$ cat config.mk
export PLATFORM = sky130hd
export DESIGN_NAME = vga_ctrl_must
export DESIGN_NICKNAME = d
export VERILOG_FILES = /design/src/rtl/vga_must_pkg.sv /design/src/rtl/vga_cnt_must.sv /design/src/rtl/vga_ctrl_must.sv
export SDC_FILE = /design/constraint.sdc
export NUM_CORES = 1
export LEC_CHECK = 0
export ABC_AREA = 0
export BUFFER_PORTS_ARGS = -buffer_cell sky130_fd_sc_hd__buf_4
export CAP_MARGIN = 20
export CORE_MARGIN = 4
export CORE_UTILIZATION = 50
export DETAILED_ROUTE_END_ITERATION = 7
export GPL_TIMING_DRIVEN = 1
export HOLD_SLACK_MARGIN = 0.1
export PLACE_DENSITY_LB_ADDON = 0.3
export SLEW_MARGIN = 5
export SYNTH_ARGS = -nofsm -noshare
export SYNTH_HDL_FRONTEND = slang
export SYNTH_SLANG_ARGS = --single-unit
export TNS_END_PERCENT = 50
$ cat constraint.sdc
create_clock -name vga_clk -period 2.55 [get_ports vga_clk]
set_input_delay 0.1275 -clock vga_clk [delete_from_list [all_inputs] [get_ports vga_clk]]
set_output_delay 0.1275 -clock vga_clk [all_outputs]
set_load 0.05 [all_outputs]
$ cat src/rtl/vga_must_pkg.sv
// Shared timing defaults, derived frame constants and pixel types for the
// 640x480@60 VGA controller.
package vga_must_pkg;

  localparam int H_SYNC_DEF  = 96;
  localparam int H_BACK_DEF  = 48;
  localparam int H_VALID_DEF = 640;
  localparam int H_FRONT_DEF = 16;
  localparam int V_SYNC_DEF  = 2;
  localparam int V_BACK_DEF  = 33;
  localparam int V_VALID_DEF = 480;
  localparam int V_FRONT_DEF = 10;

  localparam int H_TOTAL = H_SYNC_DEF + H_BACK_DEF + H_VALID_DEF + H_FRONT_DEF;
  localparam int V_TOTAL = V_SYNC_DEF + V_BACK_DEF + V_VALID_DEF + V_FRONT_DEF;
  localparam int H_ACT0  = H_SYNC_DEF + H_BACK_DEF;
  localparam int V_ACT0  = V_SYNC_DEF + V_BACK_DEF;

  localparam logic [9:0] NO_REQ_X = 10'h3FF;
  localparam logic [8:0] NO_REQ_Y = 9'h1FF;

  typedef struct packed {
    logic [4:0] r;
    logic [5:0] g;
    logic [4:0] b;
  } rgb565_t;

endpackage

$ cat src/rtl/vga_cnt_must.sv
// Wrap counter with increment enable; wrap is high on the enabled cycle that
// takes the count from TOTAL-1 back to 0.
module vga_cnt_must #(
  parameter int TOTAL = 800,
  parameter int W     = 10
) (
  input  logic         clk,
  input  logic         srst,
  input  logic         en,
  output logic [W-1:0] cnt,
  output logic         wrap
);

  assign wrap = en && (cnt == W'(TOTAL - 1));

  always_ff @(posedge clk) begin
    if (srst)
      cnt <= '0;
    else if (wrap)
      cnt <= '0;
    else if (en)
      cnt <= cnt + W'(1);
  end

endmodule

$ cat src/rtl/vga_ctrl_must.sv
// VGA timing generator: decodes h/v counters into syncs, a one-cycle-early
// pixel request and the gated colour returned by the picture generator.
module vga_ctrl_must
  import vga_must_pkg::*;
#(
  parameter int H_SYNC  = H_SYNC_DEF,
  parameter int H_BACK  = H_BACK_DEF,
  parameter int H_VALID = H_VALID_DEF,
  parameter int H_FRONT = H_FRONT_DEF,
  parameter int V_SYNC  = V_SYNC_DEF,
  parameter int V_BACK  = V_BACK_DEF,
  parameter int V_VALID = V_VALID_DEF,
  parameter int V_FRONT = V_FRONT_DEF
) (
  input  logic        vga_clk,
  input  logic        sys_rst,
  input  logic [15:0] pix_data,
  output logic [9:0]  pix_x,
  output logic [8:0]  pix_y,
  output logic        pix_req,
  output logic        hsync,
  output logic        vsync,
  output logic        rgb_valid,
  output logic [15:0] vga_rgb,
  output logic        frame_start
);

  localparam int H_TOT = H_SYNC + H_BACK + H_VALID + H_FRONT;
  localparam int V_TOT = V_SYNC + V_BACK + V_VALID + V_FRONT;

  localparam logic [9:0] H_SYNC_C = 10'(H_SYNC);
  localparam logic [9:0] H_VIS0   = 10'(H_SYNC + H_BACK);
  localparam logic [9:0] H_VIS1   = 10'(H_SYNC + H_BACK + H_VALID);
  localparam logic [9:0] H_REQ0   = 10'(H_SYNC + H_BACK - 1);
  localparam logic [9:0] H_REQ1   = 10'(H_SYNC + H_BACK + H_VALID - 2);
  localparam logic [9:0] V_SYNC_C = 10'(V_SYNC);
  localparam logic [9:0] V_VIS0   = 10'(V_SYNC + V_BACK);
  localparam logic [9:0] V_VIS1   = 10'(V_SYNC + V_BACK + V_VALID);

  logic [9:0] cnt_h;
  logic [9:0] cnt_v;
  logic       h_wrap;
  logic       v_wrap_unused;
  logic       v_act;
  rgb565_t    pix_c;

  vga_cnt_must #(.TOTAL(H_TOT), .W(10)) u_cnt_h (
    .clk  (vga_clk),
    .srst (sys_rst),
    .en   (1'b1),
    .cnt  (cnt_h),
    .wrap (h_wrap)
  );

  vga_cnt_must #(.TOTAL(V_TOT), .W(10)) u_cnt_v (
    .clk  (vga_clk),
    .srst (sys_rst),
    .en   (h_wrap),
    .cnt  (cnt_v),
    .wrap (v_wrap_unused)
  );

  assign hsync       = (cnt_h >= H_SYNC_C);
  assign vsync       = (cnt_v >= V_SYNC_C);
  assign frame_start = (cnt_h == 10'd0) && (cnt_v == 10'd0);

  assign v_act     = (cnt_v >= V_VIS0) && (cnt_v < V_VIS1);
  assign rgb_valid = v_act && (cnt_h >= H_VIS0) && (cnt_h < H_VIS1);

  // Request window leads the visible window by one clock to absorb the
  // generator's ROM read latency.
  assign pix_req = v_act && (cnt_h >= H_REQ0) && (cnt_h <= H_REQ1);
  assign pix_x   = pix_req ? (cnt_h - H_REQ0) : NO_REQ_X;
  assign pix_y   = pix_req ? 9'(cnt_v - V_VIS0) : NO_REQ_Y;

  assign pix_c   = pix_data;
  assign vga_rgb = rgb_valid ? pix_c : 16'h0000;

endmodule

==> Flow_metrics.wiki, run 1 <==
{| class="wikitable"
! Metric !! Value
|-
| Clock network latency to the later pin of the worst-skew pair || 310 ps
|-
| Via count normalized by instance count || 5.88
|-
| Kind of critical path || flop to output pin
|-
| Crit path launch || u_cnt_v.cnt[0]$_SDFFE_PP0P_
|-
| Top fanout value on the critical path || 8
|-
| Sequential-to-total area share from yosys stat || 24.9%
|-
| Proportion of power drawn by the clock network || 28.3%
|-
| Layout cell share with drive strength beyond 1 || 42.6%
|-
| Initial antenna violation count || 0
|-
| Power share of the combinational group || 11.7%
|-
| Worst hold endpoint || u_cnt_h.cnt[0]$_SDFF_PP0_
|-
| Vias in the first global route || 1688
|-
| Area growth from synthesis to layout || 52.8%
|-
| Worst setup skew after layout || 2.11 ps
|-
| Synthesized netlist cell count || 207
|-
| Reg2reg setup slack || 280 ps
|-
| Hold Startpoint || u_cnt_h.cnt[0]$_SDFF_PP0_
|-
| Starting density of the core || 52.7%
|-
| Most frequent cell on the critical path || sky130_fd_sc_hd__buf_4
|-
| Run status || finished, violations left
|-
| Final worst path period share || 106%
|-
| Diode count || 0
|-
| Netlist cell types || 39
|-
| Nature of the critical path endpoint || output pin
|-
| Remaining max-slew budget at the tightest pin || 50.7%
|-
| Max stage delay on crit path || 410 ps
|-
| Share of total power in sequential cells || 60.0%
|-
| First-pass GRT wire length || 7850 um
|-
| Endpoint of the worst register-to-register path || u_cnt_v.cnt[2]$_SDFFE_PP0P_
|-
| Number of top-level design ports || 58
|-
| Final hold viol count || 0
|-
| R2R depth || 4
|-
| First-pass iteration count of the detailed router || 5
|-
| Worst path top cell family by delay || simple AND/OR/NAND/NOR gates
|-
| Worst Tran Pin Value || 721 ps
|-
| Routed vias || 1889
|-
| Overall die height || 64.7 um
|-
| Total placed cells including tap cells || 309
|-
| Flop and latch count out of synthesis || 20
|-
| Die Outline Area || 0.00419 sq mm
|-
| Setup total negative slack || -1650 ps
|-
| Kind of start point of the critical path || flop
|-
| Pin count of the biggest net entering global routing || 18
|-
| Launch point of the worst reg-to-reg path || u_cnt_h.cnt[8]$_SDFF_PP0_
|-
| Routed wire length || 5610 um
|-
| Sw power || 0.000131 W
|-
| Final weighted congestion in routability-driven placement || 0.862
|-
| Count of warnings emitted by yosys || 0
|-
| H-Tree Depth || 1
|-
| Setup violations, final || 19
|-
| CP bufs+invs || 3
|-
| Post-synth net total || 230
|-
| Horizontal die dimension || 64.7 um
|-
| Clock sinks || 20
|-
| Library cell contributing the largest single delay on the critical path || sky130_fd_sc_hd__o41a_1
|-
| Net count, final || 302
|-
| Final critical path time including I/O delays and setup || 2700 ps
|-
| Highest-count cells in the layout ignoring fill and taps || 68 x sky130_fd_sc_hd__buf_4, 19 x sky130_fd_sc_hd__nand3_1, 18 x sky130_fd_sc_hd__dfxtp_1, 17 x sky130_fd_sc_hd__nor2_1
|-
| Buffers from clock root to sink, at most || 2
|-
| Max_cap viols || 0
|-
| Worst EP arrival || 2570 ps
|-
| HPWL after DPL || 3470 um
|-
| Worst IR Drop VDD || 0.238 mV
|-
| Number of standard-cell rows in the floorplan || 20
|-
| Most common cell after layout, fill and taps aside || sky130_fd_sc_hd__buf_4
|-
| Overall fraction of global-route tracks in use || 23.4%
|-
| Unrepaired setup endpoints after global routing || true
|-
| Number of cells traversed by the worst hold path || 2
|-
| Switching Fraction || 24.6%
|-
| Max Transition Viols Final || 0
|-
| Starting DRT DRC Count || 161
|-
| Leakage power of the design || 1.04 nW
|-
| Clock buffers created by TritonCTS || 3
|-
| Worst setup slack after placement || -233 ps
|-
| Cell Int Power || 0.000403 W
|-
| Routed WL per cell || 17.5 um
|-
| Number of buffers added on ports || 57
|-
| Non-filler instance count after layout || 321
|-
| Worst EP required || 2420 ps
|-
| Combined area of all synthesized cells || 0.00161 sq mm
|-
| Failing checks || setup timing
|-
| Core Region || 0.00305 sq mm
|-
| Total power density per cell area || 217 mW/mm^2
|-
| Final WS setup || -146 ps
|-
| Residual antenna-violating net count after detailed routing || 0
|-
| Number of design rule violations left after detail routing || 0
|-
| Series of cell instances along the critical path || ha_4 -> or3_4 -> o41a_1 -> buf_4 -> nor4_4 -> buf_4 -> and2_4 -> buf_8
|-
| Mean post-synth cell area || 7.77 sq um
|-
| Library cell used as clock root buffer || sky130_fd_sc_hd__clkbuf_4
|-
| CTS tree || done
|-
| Worst min-delay path category || flop to flop
|-
| Clock input transition at the sequential cells of the worst setup and hold paths || 110 ps
|-
| Achievable frequency || 0.371 GHz
|-
| Overflow left after global routing || 0
|}
-- worst max path at each step --
stage,end,depth (start not counted)
final,vga_rgb[14],8
after global routing,vga_rgb[14],8
after CTS,pix_x[7],6
after detailed placement,pix_x[6],6
after global placement,pix_x[6],6
after floorplan,vga_rgb[10],6
-- per-layer routing --
metal / track usage, % / share of wire [%] / vias up
li1: - / - / 872
met1: 28.2 / 38 / 883
met2: 41.4 / 51 / 115
met3: 2.95 / 7.6 / 19
met4: 9.76 / 3.3 / 0
met5: 0 / 0 / -
-- metrics by stage --
stage	total power (W)	instance area, sq um	utilization, %	hold slack, ps
2_1_floorplan	0.000353	1610	-	200
3_3_place_gp	0.000384	2140	70.2	322
3_5_place_dp	0.000386	2140	70.2	322
4_1_cts	0.000536	2280	74.7	534
5_1_grt	0.000556	2460	80.5	569
6_report	0.000534	2460	80.5	561
-- synthesized netlist by cell type (all sizes together) --
| cell | number | area (sq um) |
|---|---|---|
| or3 | 7 | 43.8 |
| xor2 | 9 | 78.8 |
| and2 | 17 | 106 |
| buf | 11 | 80.1 |
| nor2 | 17 | 63.8 |
| a2111o | 1 | 11.3 |
| mux2 | 1 | 11.3 |
| a211oi | 1 | 7.51 |
| o21ai | 2 | 10.0 |
| o2111ai | 1 | 8.76 |
| xnor2 | 11 | 96.3 |
| nand4 | 7 | 43.8 |
| nand3 | 19 | 95.1 |
| nor4 | 6 | 52.6 |
| or2 | 1 | 6.26 |
| nand2 | 10 | 37.5 |
| and3 | 4 | 25.0 |
| o21bai | 1 | 7.51 |
| nor4b | 1 | 8.76 |
| or4b | 2 | 20.0 |
| a21oi | 9 | 45.0 |
| a2111oi | 1 | 8.76 |
| clkbuf | 10 | 38.8 |
| nand3b | 5 | 37.5 |
| ha | 5 | 62.6 |
| nor3 | 4 | 20.0 |
| or4 | 2 | 15.0 |
| and4 | 2 | 17.5 |
| o41ai | 3 | 26.3 |
| dfxtp | 20 | 400 |
| o41a | 2 | 22.5 |
| inv | 8 | 30.0 |
| o31ai | 5 | 51.3 |
| o211ai | 1 | 7.51 |
| o211a | 1 | 10.0 |
-- power by group through the flow --
stage / clock, W / combinational (W) / sequential [W]
floorplan: 0 / 0.0000253 / 0.000327
global placement: 0 / 0.0000564 / 0.000327
detailed placement: 0 / 0.0000580 / 0.000328
CTS: 0.000156 / 0.0000593 / 0.000320
global route: 0.000167 / 0.0000674 / 0.000322
finish: 0.000151 / 0.0000625 / 0.000321
-- sequential cells by signal (all words and copies together) (netlist names) --
register and count:
u_cnt_v.cnt 10, u_cnt_h.cnt 10
-- area by class of cell --
cell class              count  area (sq um)
multi-input cells         159          1150
repair buffers             87           792
fillers                   215           597
flip-flops and latches     20           403
well taps                  44          55.1
inverters                   8          30.0
clock buffers               3          22.5
-- cells by family (layout without fill, tap and decap cells) --
kind of cell,count (synthesis),in the layout,synth area share (%)
compound gates,28,28,13.5
xor+xnor,20,20,10.9
fa+ha+maj,5,5,3.89
buf+inv,29,98,9.26
flops,20,20,24.9
mux,1,1,0.700
simple gates,104,105,36.9
-- worst register-to-register path, cell delays in order (launching register included) --
cell	delay [ps]
sky130_fd_sc_hd__dfxtp_1	500
sky130_fd_sc_hd__nand3b_1	360
sky130_fd_sc_hd__or3_1	640
sky130_fd_sc_hd__o31ai_4	550
sky130_fd_sc_hd__nor2_1	100
-- timing repair --
item,CTS,global route
gates cloned,1,2
buffers inserted,3,2
pin swaps,1,19
gates resized for setup,19,41
hold buffers,1,0
setup endpoints to repair,36,37
endpoints found under the hold margin,3,0
(Power assumes the default switching activity.)
==> run 2: changes to the inputs <==
Settings changed: CORE_MARGIN 4 to unset.
==> run 2 against run 1 <==
Compared with the run above: the run still ends with setup timing left; worst hold slack got worse by 27 ps; largest power group unchanged; clock skew rose by 1.2 ps; die area fell by 18%; clock power rose by 33%; maximum frequency rose by 1.6%; critical path depth did not move.
==> Flow_metrics.wiki, run 2 (synthesized netlist as in run 1, its figures left out) <==
{| class="wikitable"
! Metric !! Value
|-
| Area growth from synthesis to layout || 55.9% (was 52.8%)
|-
| Reg2reg setup slack || 210 ps (was 280 ps)
|-
| Buffers from clock root to sink, at most || 2 (unchanged)
|-
| Worst Tran Pin Value || 721 ps (about the same)
|-
| Crit path launch || u_cnt_v.cnt[1]$_SDFFE_PP0P_ (was u_cnt_v.cnt[0]$_SDFFE_PP0P_)
|-
| H-Tree Depth || 1 (unchanged)
|-
| Final worst path period share || 104% (was 106%)
|-
| CTS tree || done (unchanged)
|-
| Setup total negative slack || -1310 ps (was -1650 ps)
|-
| HPWL after DPL || 3210 um (was 3470 um)
|-
| Worst EP required || 2420 ps (about the same)
|-
| Routed wire length || 5400 um (was 5610 um)
|-
| Top fanout value on the critical path || 8 (unchanged)
|-
| Cell Int Power || 0.000434 W (was 0.000403 W)
|-
| Proportion of power drawn by the clock network || 34.6% (was 28.3%)
|-
| Worst IR Drop VDD || 0.292 mV (was 0.238 mV)
|-
| Overflow left after global routing || 0 (unchanged)
|-
| Library cell used as clock root buffer || sky130_fd_sc_hd__clkbuf_4 (unchanged)
|-
| Achievable frequency || 0.377 GHz (was 0.371 GHz)
|-
| Final hold viol count || 0 (unchanged)
|-
| Kind of critical path || flop to output pin (unchanged)
|-
| Max_cap viols || 0 (unchanged)
|-
| First-pass iteration count of the detailed router || 4 (was 5)
|-
| Die Outline Area || 0.00345 sq mm (was 0.00419 sq mm)
|-
| Capturing element of the worst setup path || vga_rgb[15] (was vga_rgb[14])
|-
| Starting density of the core || 52.7% (unchanged)
|-
| Layer with the highest usage || met2 (unchanged)
|-
| First-pass GRT wire length || 7450 um (was 7850 um)
|-
| Share of the core filled with cells || 82.1% (was 80.5%)
|-
| Overall fraction of global-route tracks in use || 28.9% (was 23.4%)
|-
| Reg area || 403 sq um (unchanged)
|-
| Layout cell share with drive strength beyond 1 || 43.5% (was 42.6%)
|-
| Leading registers by flop count || u_cnt_h.cnt (10), u_cnt_v.cnt (10) (unchanged)
|-
| Pin count of the biggest net entering global routing || 18 (unchanged)
|-
| Leakage power of the design || 1.06 nW (was 1.04 nW)
|-
| Total power density per cell area || 232 mW/mm^2 (was 217 mW/mm^2)
|-
| Starting DRT DRC Count || 86 (was 161)
|-
| Unrepaired setup endpoints after global routing || true (unchanged)
|-
| Horizontal die dimension || 58.7 um (was 64.7 um)
|-
| Global-route met3 utilization || 3.30% (was 2.95%)
|-
| Share of total power in sequential cells || 55.4% (was 60.0%)
|-
| Sw power || 0.000148 W (was 0.000131 W)
|-
| Power share of the combinational group || 10.1% (was 11.7%)
|-
| Kind of start point of the critical path || flop (unchanged)
|-
| Highest-count cells in the layout ignoring fill and taps || 55 x sky130_fd_sc_hd__buf_4, 18 x sky130_fd_sc_hd__nand3_1, 18 x sky130_fd_sc_hd__dfxtp_1, 17 x sky130_fd_sc_hd__nor2_1, 17 x sky130_fd_sc_hd__buf_6 (was 68 x sky130_fd_sc_hd__buf_4, 19 x sky130_fd_sc_hd__nand3_1, 18 x sky130_fd_sc_hd__dfxtp_1, 17 x sky130_fd_sc_hd__nor2_1)
|-
| Number of standard-cell rows in the floorplan || 20 (unchanged)
|-
| Final WS setup || -104 ps (was -146 ps)
|-
| Multi-input combinational cell area || 0.00116 sq mm (was 0.00115 sq mm)
|-
| Number of design rule violations left after detail routing || 0 (unchanged)
|-
| Worst EP arrival || 2530 ps (was 2570 ps)
|-
| Clock sinks || 20 (unchanged)
|-
| Area post-placement || 0.00213 sq mm (was 0.00214 sq mm)
|-
| Most common cell after layout, fill and taps aside || sky130_fd_sc_hd__buf_4 (unchanged)
|-
| Setup violations, final || 19 (unchanged)
|-
| Net count, final || 302 (unchanged)
|-
| Residual antenna-violating net count after detailed routing || 0 (unchanged)
|-
| Launch point of the worst reg-to-reg path || u_cnt_h.cnt[8]$_SDFF_PP0_ (unchanged)
|-
| Number of buffers added on ports || 57 (unchanged)
|-
| Initial antenna violation count || 0 (unchanged)
|-
| Routed WL per cell || 16.8 um (was 17.5 um)
|-
| Routed vias || 1874 (was 1889)
|-
| Clock buffers created by TritonCTS || 3 (unchanged)
|-
| Nature of the critical path endpoint || output pin (unchanged)
|-
| Core Region || 0.00305 sq mm (unchanged)
|-
| Final weighted congestion in routability-driven placement || 0.883 (was 0.862)
|-
| Max Transition Viols Final || 0 (unchanged)
|-
| Number of top-level design ports || 58 (unchanged)
|-
| Met2 demand-to-capacity share in global routing || 49.3% (was 41.4%)
|-
| Clock network latency to the later pin of the worst-skew pair || 320 ps (was 310 ps)
|-
| Switching Fraction || 25.4% (was 24.6%)
|-
| Worst setup skew after layout || 3.26 ps (was 2.11 ps)
|-
| Diode count || 0 (unchanged)
|-
| Final critical path time including I/O delays and setup || 2650 ps (was 2700 ps)
|-
| WHS || 533 ps (was 561 ps)
|-
| Via count normalized by instance count || 5.82 (was 5.88)
|-
| Endpoint of the worst register-to-register path || u_cnt_v.cnt[9]$_SDFFE_PP0P_ (was u_cnt_v.cnt[2]$_SDFFE_PP0P_)
|-
| Run status || finished, violations left (unchanged)
|-
| Failing checks || setup timing (unchanged)
|-
| Clock input transition at the sequential cells of the worst setup and hold paths || 130 ps (was 110 ps)
|-
| Vias in the first global route || 1583 (was 1688)
|-
| R2R depth || 4 (unchanged)
|-
| Overall die height || 58.7 um (was 64.7 um)
|-
| Worst setup slack after placement || -207 ps (was -233 ps)
|-
| Remaining max-slew budget at the tightest pin || 50.7% (about the same)
|-
| Met1 Track Usage GR || 36.0% (was 28.2%)
|-
| Count of filler cells inserted in the layout || 202 (was 215)
|-
| Area of all placed cells without fillers || 0.00251 sq mm (was 0.00246 sq mm)
|-
| Worst min-delay path category || flop to flop (unchanged)
|}
run 2: changes by cell type in the layout (fill, tap and decap cells not counted), moves of 2 or more:
cell	previous run	this run
sky130_fd_sc_hd__buf_4	68	55
sky130_fd_sc_hd__and2_1	1	3
sky130_fd_sc_hd__and2_4	16	14
sky130_fd_sc_hd__buf_6	1	17
sky130_fd_sc_hd__buf_8	16	14
run 2: final cells by class:
type                            count  share of cell area (%)
Clock buffer                        4                    1.45
Sequential cell                    20                    16.1
Multi-Input combinational cell    159                    46.2
Inverter                            8                    1.20
Timing Repair Buffer               87                    32.9
Tap cell                           44                    2.20
run 2: layer usage:
layer,part of all wire [%],vias to the layer above
met5,0,-
met4,2.2,0
met3,5.9,12
met2,54,86
met1,37,896
li1,-,880
run 2: power by group through the flow:
stage,Sequential (W),Combinational (W),Clock (W)
finish,0.000322,0.0000586,0.000201
global route,0.000322,0.0000635,0.000214
CTS,0.000321,0.0000558,0.000200
detailed placement,0.000328,0.0000545,0
global placement,0.000328,0.0000536,0
floorplan,0.000327,0.0000253,0
run 2: how the worst min path moves through the flow:
stage                                          from                   endpoint  slack (ps)  depth (start not counted)
after global routing      u_cnt_h.cnt[0]$_SDFF_PP0_  u_cnt_h.cnt[0]$_SDFF_PP0_         530                          1
after floorplan                             sys_rst  u_cnt_h.cnt[2]$_SDFF_PP0_         200                          1
after detailed placement                    sys_rst  u_cnt_h.cnt[4]$_SDFF_PP0_         320                          2
after CTS                                   sys_rst  u_cnt_h.cnt[4]$_SDFF_PP0_         520                          3
final                     u_cnt_h.cnt[0]$_SDFF_PP0_  u_cnt_h.cnt[0]$_SDFF_PP0_         530                          1
after global placement                      sys_rst  u_cnt_h.cnt[2]$_SDFF_PP0_         320                          2
run 2: repair_timing:
item	CTS	global route
gates cloned	1	1
setup buffers	3	4
setup endpoints to repair	37	38
hold endpoints to repair	3	0
pin swaps	1	11
hold buffers	1	0
resized for setup	22	50
run 2: stage by stage:
step | instances | total power (W)
4_1_cts | 317 | 0.000578
5_1_grt | 322 | 0.000600
6_report | 322 | 0.000581
3_5_place_dp | 308 | 0.000383
3_3_place_gp | 308 | 0.000382
2_1_floorplan | 207 | 0.000353
run 2: critical path: stages, from the launching register on:
cell	delay (ps)
sky130_fd_sc_hd__dfxtp_2	340
sky130_fd_sc_hd__ha_2	170
sky130_fd_sc_hd__or3_4	330
sky130_fd_sc_hd__o41a_1	410
sky130_fd_sc_hd__buf_4	160
sky130_fd_sc_hd__nor4_4	270
sky130_fd_sc_hd__buf_4	220
sky130_fd_sc_hd__and2_4	160
sky130_fd_sc_hd__buf_8	140
